===== src/rtl/instr_sequencer.sv =====
// -----------------------------------------------------------------------------
// instr_sequencer
//   Program sequencer that sits above the CU. It fetches 16-bit instruction
//   words from ROM, decodes them onto the CU's opcode/dest/src inputs, waits
//   for the CU to report completion (cu_state == 3'b111), returns the CU to
//   its idle state by dropping opcode to zero, and then advances the PC.
//
//   Instruction word: [15:12] opcode, [11:6] dest, [5:0] src/immediate.
//     4'hF         HLT     stop; pc left on the HLT word, not counted
//     4'h0         NOP     skipped without involving the CU
//     4'hD, 4'hE   illegal flagged (sticky), then skipped like a NOP
//     4'h1..4'hC   CU op   handed to the CU until it reports done
//
// Parameters
//   START_ADDR  PC loaded on reset and on every start
//   TIMEOUT     max EXEC cycles before the CU is declared hung (2..255)
//
// Ports
//   clk              in   system clock, rising edge
//   rst              in   asynchronous active-high reset
//   start            in   1-cycle pulse, honoured only when idle or halted
//   cu_state[2:0]    in   CU progress, 3'b111 = instruction complete
//   rom_data[15:0]   in   ROM word, valid the cycle after rom_read_enable
//   rom_read_enable  out  ROM read strobe
//   rom_address[7:0] out  ROM address (always equals pc)
//   opcode[3:0]      out  CU opcode, zero outside EXEC
//   dest[5:0]        out  CU destination field, zero outside EXEC
//   src[5:0]         out  CU source / immediate field, zero outside EXEC
//   pc[7:0]          out  program counter
//   busy             out  high in FETCH/LATCH/EXEC/CLEAR
//   halted           out  high in HALTED
//   instr_count[15:0]out  retired instructions since start, saturating
//   err_illegal      out  sticky: illegal opcode fetched
//   err_timeout      out  sticky: CU failed to finish within TIMEOUT cycles
// -----------------------------------------------------------------------------
module instr_sequencer #(
  parameter logic [7:0] START_ADDR = 8'h00,
  parameter int         TIMEOUT    = 16
) (
  input  logic        clk,
  input  logic        rst,
  input  logic        start,
  input  logic [2:0]  cu_state,
  input  logic [15:0] rom_data,
  output logic        rom_read_enable,
  output logic [7:0]  rom_address,
  output logic [3:0]  opcode,
  output logic [5:0]  dest,
  output logic [5:0]  src,
  output logic [7:0]  pc,
  output logic        busy,
  output logic        halted,
  output logic [15:0] instr_count,
  output logic        err_illegal,
  output logic        err_timeout
);

  typedef enum logic [2:0] {
    S_IDLE   = 3'd0,
    S_FETCH  = 3'd1,
    S_LATCH  = 3'd2,
    S_EXEC   = 3'd3,
    S_CLEAR  = 3'd4,
    S_HALTED = 3'd5
  } state_t;

  localparam logic [3:0] OP_NOP  = 4'h0;
  localparam logic [3:0] OP_IL1  = 4'hD;
  localparam logic [3:0] OP_IL2  = 4'hE;
  localparam logic [3:0] OP_HLT  = 4'hF;
  localparam logic [2:0] CU_DONE = 3'b111;

  // Last legal value of the EXEC cycle counter; reaching it without done
  // means the CU has been given TIMEOUT cycles and is declared hung.
  localparam logic [7:0] TMO_LAST = 8'(TIMEOUT - 1);

  state_t      state_reg, state_next;
  logic [7:0]  pc_reg, pc_next;
  logic [15:0] ir_reg, ir_next;
  logic [15:0] count_reg, count_next;
  logic [7:0]  tmo_reg, tmo_next;
  logic        halt_pend_reg, halt_pend_next;
  logic        err_ill_reg, err_ill_next;
  logic        err_tmo_reg, err_tmo_next;

  logic [15:0] count_inc;
  logic [7:0]  pc_inc;
  logic [3:0]  fetched_op;

  assign count_inc  = (count_reg == 16'hFFFF) ? count_reg : count_reg + 16'd1;
  assign pc_inc     = pc_reg + 8'd1;   // natural 8-bit wrap FF -> 00
  assign fetched_op = rom_data[15:12];

  // ---------------------------------------------------------------------------
  // Next-state and datapath decisions
  // ---------------------------------------------------------------------------
  always_comb begin
    state_next     = state_reg;
    pc_next        = pc_reg;
    ir_next        = ir_reg;
    count_next     = count_reg;
    tmo_next       = tmo_reg;
    halt_pend_next = halt_pend_reg;
    err_ill_next   = err_ill_reg;
    err_tmo_next   = err_tmo_reg;

    case (state_reg)
      S_IDLE, S_HALTED: begin
        if (start) begin
          state_next     = S_FETCH;
          pc_next        = START_ADDR;
          count_next     = 16'd0;
          halt_pend_next = 1'b0;
          err_ill_next   = 1'b0;
          err_tmo_next   = 1'b0;
        end
      end

      S_FETCH: begin
        state_next = S_LATCH;
      end

      S_LATCH: begin
        // Decode directly on the ROM word so EXEC can start next cycle.
        ir_next = rom_data;
        case (fetched_op)
          OP_HLT: begin
            state_next = S_HALTED;
          end
          OP_NOP, OP_IL1, OP_IL2: begin
            if (fetched_op != OP_NOP) begin
              err_ill_next = 1'b1;
            end
            pc_next    = pc_inc;
            count_next = count_inc;
            state_next = S_FETCH;
          end
          default: begin
            tmo_next   = 8'd0;
            state_next = S_EXEC;
          end
        endcase
      end

      S_EXEC: begin
        tmo_next = tmo_reg + 8'd1;
        // done wins over timeout when both happen on the last allowed cycle
        if (cu_state == CU_DONE) begin
          state_next = S_CLEAR;
        end else if (tmo_reg == TMO_LAST) begin
          err_tmo_next   = 1'b1;
          halt_pend_next = 1'b1;
          state_next     = S_CLEAR;
        end
      end

      S_CLEAR: begin
        // opcode is zero in this cycle, which forces the CU back to 000.
        if (halt_pend_reg) begin
          state_next = S_HALTED;
        end else begin
          pc_next    = pc_inc;
          count_next = count_inc;
          state_next = S_FETCH;
        end
      end

      default: begin
        state_next = S_IDLE;
      end
    endcase
  end

  // ---------------------------------------------------------------------------
  // State and registered outputs. Outputs are decoded from the next state so
  // they line up with the state they describe without a combinational path.
  // ---------------------------------------------------------------------------
  always_ff @(posedge clk or posedge rst) begin
    if (rst) begin
      state_reg       <= S_IDLE;
      pc_reg          <= START_ADDR;
      ir_reg          <= 16'd0;
      count_reg       <= 16'd0;
      tmo_reg         <= 8'd0;
      halt_pend_reg   <= 1'b0;
      err_ill_reg     <= 1'b0;
      err_tmo_reg     <= 1'b0;
      rom_read_enable <= 1'b0;
      opcode          <= 4'd0;
      dest            <= 6'd0;
      src             <= 6'd0;
      busy            <= 1'b0;
      halted          <= 1'b0;
    end else begin
      state_reg       <= state_next;
      pc_reg          <= pc_next;
      ir_reg          <= ir_next;
      count_reg       <= count_next;
      tmo_reg         <= tmo_next;
      halt_pend_reg   <= halt_pend_next;
      err_ill_reg     <= err_ill_next;
      err_tmo_reg     <= err_tmo_next;
      rom_read_enable <= (state_next == S_FETCH);
      if (state_next == S_EXEC) begin
        opcode <= ir_next[15:12];
        dest   <= ir_next[11:6];
        src    <= ir_next[5:0];
      end else begin
        opcode <= 4'd0;
        dest   <= 6'd0;
        src    <= 6'd0;
      end
      busy   <= (state_next == S_FETCH) || (state_next == S_LATCH) ||
                (state_next == S_EXEC)  || (state_next == S_CLEAR);
      halted <= (state_next == S_HALTED);
    end
  end

  assign rom_address = pc_reg;
  assign pc          = pc_reg;
  assign instr_count = count_reg;
  assign err_illegal = err_ill_reg;
  assign err_timeout = err_tmo_reg;

endmodule


===== config.mk =====
export PLATFORM = sky130hd
export DESIGN_NAME = instr_sequencer
export DESIGN_NICKNAME = d
export VERILOG_FILES = /design/src/rtl/instr_sequencer.sv
export SDC_FILE = /design/constraint.sdc
export NUM_CORES = 1
export LEC_CHECK = 0
export ABC_AREA = 1
export CAP_MARGIN = 20
export CORE_ASPECT_RATIO = 0.5
export CORE_MARGIN = 5
export CORE_UTILIZATION = 50
export CTS_BUF_LIST = sky130_fd_sc_hd__clkbuf_4
export CTS_CLUSTER_DIAMETER = 80
export DETAILED_ROUTE_END_ITERATION = 10
export GPL_ROUTABILITY_DRIVEN = 0
export PLACE_DENSITY = 0.74
export SLEW_MARGIN = 15
export SYNTH_ARGS = -nofsm -noshare
export SYNTH_HDL_FRONTEND = slang
export SYNTH_SLANG_ARGS = --single-unit

===== constraint.sdc =====
create_clock -name clk -period 2.2 [get_ports clk]
set_input_delay 0.22 -clock clk [delete_from_list [all_inputs] [get_ports clk]]
set_output_delay 0.22 -clock clk [all_outputs]
set_load 0.1 [all_outputs]

# Word-level counts from Yosys, hierarchy flattened
# Index checks and enable logic that the tools add are counted.
[word_totals]
output_inout_bits = 53
register_bits = 72
wordCells = 84
[op_classes]
add_sub_neg = 3
eq_ne = 23
muxes = 28
reduce_logical = 17
[ops]
columns = ["operator", "count"]
rows = [
  ["$mux W16", 5],
  ["$pmux W16 S3", 1],
  ["$mux W8", 4],
  ["$pmux W8 S3", 1],
  ["$add A16 B1 Y16 const B", 1],
  ["$add A8 B1 Y8 const B", 2],
  ["$eq A16 B16 Y1 const B", 1],
  ["$pmux W8 S2", 1],
  ["$eq A3 B3 Y1 const B", 5],
  ["$pmux W3 S5", 1],
  ["$ne A2 B2 Y1 const B", 7],
  ["$eq A3 B2 Y1 const B", 4],
  ["$eq A4 B4 Y1 const B", 3],
  ["$mux W3", 4],
  ["$mux W6", 2],
  ["$reduce_and A4 Y1", 3],
  ["$eq A8 B4 Y1 const B", 1],
  ["$eq A3 B1 Y1 const B", 2],
  ["$pmux W3 S2", 1],
  ["$reduce_bool A2 Y1", 3],
  ["$mux W1", 5],
  ["$logic_not A4 Y1", 1],
  ["$mux W4", 1],
  ["$pmux W1 S2", 2],
  ["other kinds (8)", 10],
]

# Longest topological paths before layout
[depth]
depth_word = 8
mapped_depth = 11
ltp_nobuf = 9

# Least setup slack after synthesis
# Ideal clock, no wire load.
[synth_timing]
path_type = "register to register"
from = "register count_reg[0], in the netlist instr_count[0]"
to = "register count_reg[0], in the netlist instr_count[0]"
n_path_buf = 1
setup_ps = 125
slack_ps = -186
synth_period_minus_slack_ps = 2386
path_stages_with_launch = 10
arrival_time_ps = 2261
cell_sequence = "dfrtp_1 ha_1 nand2_1 nor2_1 nand3b_1 nor2_4 nor2_4 buf_6 nand2_1 nand2_1"
[synth_via]
elab_chain_cells = 4
word_cells_on_any_way = 6
[synth_rtl]
columns = ["element", "line", "source"]
rows = [
  ["from (decl)", "80", "logic [15:0] count_reg, count_next;"],
  ["from (signal assigned)", "198", "count_reg <= count_next;"],
  ["$add A16 B1 Y16 / $eq A16 B16 Y1 (equally long branches)", "90", "assign count_inc = (count_reg == 16'hFFFF) ? count_reg : count_reg + 16'd1;"],
  ["$mux W16 *", "90", ""],
  ["$mux W16 (on tied branches)", "159, 126", ""],
  ["$pmux W16 S3 *", "107", "case (state_reg)"],
]
# Mark *: on every way between the ends. The rest lies on a longest branch, timed or not. The select of a mux whose other input is x is not followed.
# A chain may end at the register's enable or synchronous reset.

# Final worst setup path
[layout_timing]
from = "register state_reg[2]"
to = "register busy"
[layout_via]
elab_chain_cells = 7
word_cells_on_any_way = 18
[layout_rtl]
columns = ["element", "line", "source"]
rows = [
  ["from (decl)", "77", "state_t state_reg, state_next;"],
  ["from (signal assigned)", "195", "state_reg <= state_next;"],
  ["$eq A3 B3 Y1 / $logic_not A3 Y1 (equally long branches)", "107", ""],
  ["$reduce_or A2 Y1", "107", ""],
  ["$pmux W3 S5 *", "107", ""],
  ["via state_next[0]", "77", ""],
  ["$eq A3 B1 Y1 / $eq A3 B2 Y1 (equally long branches)", "213", "busy <= (state_next == S_FETCH) || (state_next == S_LATCH) ||"],
  ["$logic_or A1 B1 Y1 (2 in a row)", "213", ""],
  ["$logic_or A1 B1 Y1 *", "214", "(state_next == S_EXEC) || (state_next == S_CLEAR);"],
  ["to (signal assigned)", "213", ""],
  ["to (decl)", "51", "output logic busy,"],
]
# Mark *: on every way through the listed nets, which the timed path passes. The rest lies on a longest branch.

==> reports/summary.md <==
The run finished with clean final reports. In this run the power density over the cells is 1350 mW/mm². The total count of hold-check failures in the final report was 0; the number of port buffers was 74.

Clock sink count: 72. The boundary pin count is 75, and the clock network latency to the later pin of the worst-skew pair is 0.43 ns. The run gives 3.69 mm as the detailed-routing wirelength on met1. Before antenna repair, the detailed router went through 5 iterations. The number of H-tree branching levels was 3; the internal power component was 2.99 mW. The floorplan has 22 rows. The placed cell area was 0.00440 mm²; the share of the clock period used by the worst path after layout was 82.9%. The run gives 30.9% as the sequential share of power. Cells fill 62.7% of the core in the end.

The post-CTS clock slew at the launch and capture registers of the worst setup and hold paths came out at 0.12 ns. Counting flops with a built-in enable in the synthesized netlist gives 0. The initial antenna violation count came out at 0. Critical path capture point type: a flip-flop. Summing over every cut layer, the via total after detailed routing is 3187.

The storage element area is 0.00180 mm². The buffers inserted during post-CTS setup optimization was 0. For this block, the initial DRC count from the detailed router was 226. Cell type with the highest occurrence count on the critical path: sky130_fd_sc_hd__nand2_4. For the leakage power summed over all cells, the log shows 2.26 nW. Setup repair after global routing left no endpoint under its margin.

The signal on the critical path passes through nor2_4, nand2_4, nand2_4, inv_4, nand3_2, nand2_4, nand3_1. Area overhead of the layout relative to synthesis: 22.7%. Maximum number of buffers from clock root to sink: 2. Cells with a size suffix above 1 make up 21.1% of the layout. The tools report the total chip power as 6.16 mW. The die area was 0.00936 mm²; the portion of synthesized cell area occupied by the leading cell type was 48.5%. For this run, the number of Yosys warnings is 0.

The filler cell count in the final layout is 683, and the final critical path time including I/O delays and setup is 1.82 ns. The average instance area after synthesis was 8.04 µm². The unique cell type count in the Yosys netlist was 32. The tools report the root buffer selected by CTS as sky130_fd_sc_hd__clkbuf_4. The slowest stage of the critical path is the sky130_fd_sc_hd__dfrtp_1 cell. In this design, the largest share of critical-path delay is due to simple AND/OR/NAND/NOR gates. Between clock sinks in the finished design, the worst skew comes to 0.0107 ns.

The tightest min-delay check is of the input port to asynchronous set/reset pin type. The net switching share of the total power is 51.4%, and the cell count after synthesis is 462. Combinational logic burns 53.6% of the power. Entering global routing, the biggest net connects 46 pins.

The die height was 71.0 µm; the netlist area before placement was 0.00371 mm². Data arrives at the worst endpoint at 2.13 ns. The via count of the first global-routing pass was 3195. STA classifies the critical path startpoint as a flip-flop.

In the global route stage, overall resource usage came out at 19.1%. After legalization and detailed placement, the total HPWL measured 5.86 mm. In this design, the stage delay of the slowest critical-path cell is 0.57 ns. The analysis attributes to net switching a power of 3.17 mW.

After detailed routing, the number of remaining DRC violations is 0. In this run the tightest slew margin relative to its limit is 66.5%. TritonCTS built the clock tree. The final layout contains 564 nets. The tools report the data required time of the critical path as 2.51 ns. For the initial core utilization, the log shows 51.1%. The highest metal layer carrying signal wires in the routed design is met4. In the post-synthesis netlist, the biggest area contributors are sky130_fd_sc_hd__dfrtp_1 (49%), sky130_fd_sc_hd__nand2_1 (11%), sky130_fd_sc_hd__nor2_1 (7.1%).

The routed design uses 473 µm of met3 wire. When the netlist entered floorplanning its net count stood at 487. Once detail routing completed, the nets flagged for antenna violations numbered 0. Setup violations remaining at the end of the flow were counted as 0. For the pin with the worst max-slew slack, the measured transition is 0.502 ns.

Dividing the detail-routed wire length by the instance count gives 12.8 µm. In the final layout, the multi-input gates occupy 0.00159 mm². The clock network accounts for 15.5% of the total power. Counting flops and latches in the post-synthesis netlist gives 72.

The cell type with the largest total area after synthesis is sky130_fd_sc_hd__dfrtp_1. The tools report the final number of max-transition violations as 0. Met2 wirelength from detailed routing: 3.87 mm.

The maximum fanout encountered on the critical timing path came out at 19. The via-per-instance ratio works out to 4.98. After clock tree synthesis, the flow added hold-fix buffers numbering 0.

The share of the Yosys chip area taken by registers is 48.5%. The number of CTS-inserted buffers came out at 9. The flip-flop cell with the highest count after synthesis was sky130_fd_sc_hd__dfrtp_1. The setup path with the least slack is of type flip-flop to flip-flop. The number of antenna diodes in the final layout is 0. The share of synthesized flip-flops with an asynchronous set or reset works out to 100%. Wires add up to 8.16 mm.

The core region is 0.00727 mm². The total overflow left after global routing is 0. Across the VDD grid, the largest voltage drop is 0.920 mV. Across the run, the number of max-cap violations was 0.

The first global-routing pass estimated 14.6 mm of wire. After clock tree synthesis, the repair step resized 0 gates. Once layout is done, the placed cells without fillers occupy 0.00456 mm². The tools report the highest clock frequency the design can meet as 548 MHz. The count of buffering cells on the critical path with inverters included is 1, and the horizontal die dimension is 132 µm.
[cell usage in the layout (no fill, tap or decap), types with 3 or more instances in the layout]
| cell type | count |
|---|---|
| sky130_fd_sc_hd__buf_4 | 62 |
| sky130_fd_sc_hd__clkbuf_4 | 9 |
| sky130_fd_sc_hd__clkdlybuf4s50_1 | 21 |
| sky130_fd_sc_hd__dfrtp_1 | 70 |
| sky130_fd_sc_hd__ha_1 | 3 |
| sky130_fd_sc_hd__inv_1 | 44 |
| sky130_fd_sc_hd__inv_2 | 3 |
| sky130_fd_sc_hd__nand2_1 | 113 |
| sky130_fd_sc_hd__nand2_4 | 4 |
| sky130_fd_sc_hd__nand3_1 | 31 |
| sky130_fd_sc_hd__nand3b_1 | 3 |
| sky130_fd_sc_hd__nand4_1 | 9 |
| sky130_fd_sc_hd__nor2_1 | 70 |
| sky130_fd_sc_hd__nor2_4 | 3 |
| sky130_fd_sc_hd__o21ai_0 | 47 |
| sky130_fd_sc_hd__or2_2 | 17 |
| sky130_fd_sc_hd__xnor2_1 | 4 |
| sky130_fd_sc_hd__xor2_1 | 5 |
[final timing paths]
path,from,to,depth (start not counted),slack [ns]
max in group asynchronous,rst,dest[3],3,1.47
max reg2reg,state_reg[2],busy,7,0.38
max,state_reg[2],busy,7,0.38
min,rst,pc[0],2,0.13
min in group clk,rom_data[4],ir_reg[4],3,0.42
min reg2reg,tmo_reg[7],tmo_reg[7],1,0.50
[cell type report]
type / instances / area share, %
Sequential cell: 72 / 39.6
Multi-Input combinational cell: 323 / 34.9
Timing Repair Buffer: 84 / 15.3
Inverter: 49 / 4.12
Tap cell: 96 / 2.63
Clock inverter: 7 / 2.09
Clock buffer: 9 / 1.48
[cell usage after synthesis, types with 2 or more instances]
library cell / n
sky130_fd_sc_hd__nand2_1: 113
sky130_fd_sc_hd__dfrtp_1: 72
sky130_fd_sc_hd__nor2_1: 70
sky130_fd_sc_hd__o21ai_0: 47
sky130_fd_sc_hd__inv_1: 45
sky130_fd_sc_hd__nand3_1: 31
sky130_fd_sc_hd__or2_2: 17
sky130_fd_sc_hd__buf_4: 12
sky130_fd_sc_hd__nand4_1: 9
sky130_fd_sc_hd__xor2_1: 5
sky130_fd_sc_hd__nand2_4: 4
sky130_fd_sc_hd__xnor2_1: 4
sky130_fd_sc_hd__buf_6: 3
sky130_fd_sc_hd__ha_1: 3
sky130_fd_sc_hd__nand3b_1: 3
sky130_fd_sc_hd__nor2_4: 3
sky130_fd_sc_hd__clkbuf_1: 2
sky130_fd_sc_hd__inv_2: 2
sky130_fd_sc_hd__nand3_2: 2
sky130_fd_sc_hd__nor3_1: 2
sky130_fd_sc_hd__o21bai_1: 2
[power groups by stage]
stage	Sequential (mW)	Clock [mW]	Combinational, mW
5_1_grt	1.96	1.03	3.61
6_report	1.90	0.953	3.30
2_1_floorplan	2.95	0	1.62
3_5_place_dp	1.93	0	3.34
4_1_cts	1.91	0.987	3.34
3_3_place_gp	1.92	0	3.29
[per-stage QoR]
stage	setup TNS (ns)	setup slack, ns	std cells	hold slack, ns
3_5_place_dp	0	0.310	624	0.492
2_1_floorplan	-0.0113	-0.00567	462	0.390
4_1_cts	0	0.330	640	0.117
6_report	0	0.375	640	0.128
5_1_grt	0	0.172	640	0.146
3_3_place_gp	0	0.378	624	0.477
[cell families after synthesis]
family / Yosys count / share of synthesized area (%)
fa+ha+maj: 3 / 1.01
simple gates: 260 / 32.6
flops: 72 / 48.5
compound gates: 51 / 7.04
buf+inv: 67 / 8.72
xor+xnor: 9 / 2.12
[routing by layer]
metal | up-vias | GRT usage (%)
li1 | 1617 | -
met1 | 1478 | 23.5
met2 | 75 | 32.6
met3 | 17 | 5.89
met4 | 0 | 6.16
met5 | - | 0
No activity file was read; power rests on OpenSTA's default activity.
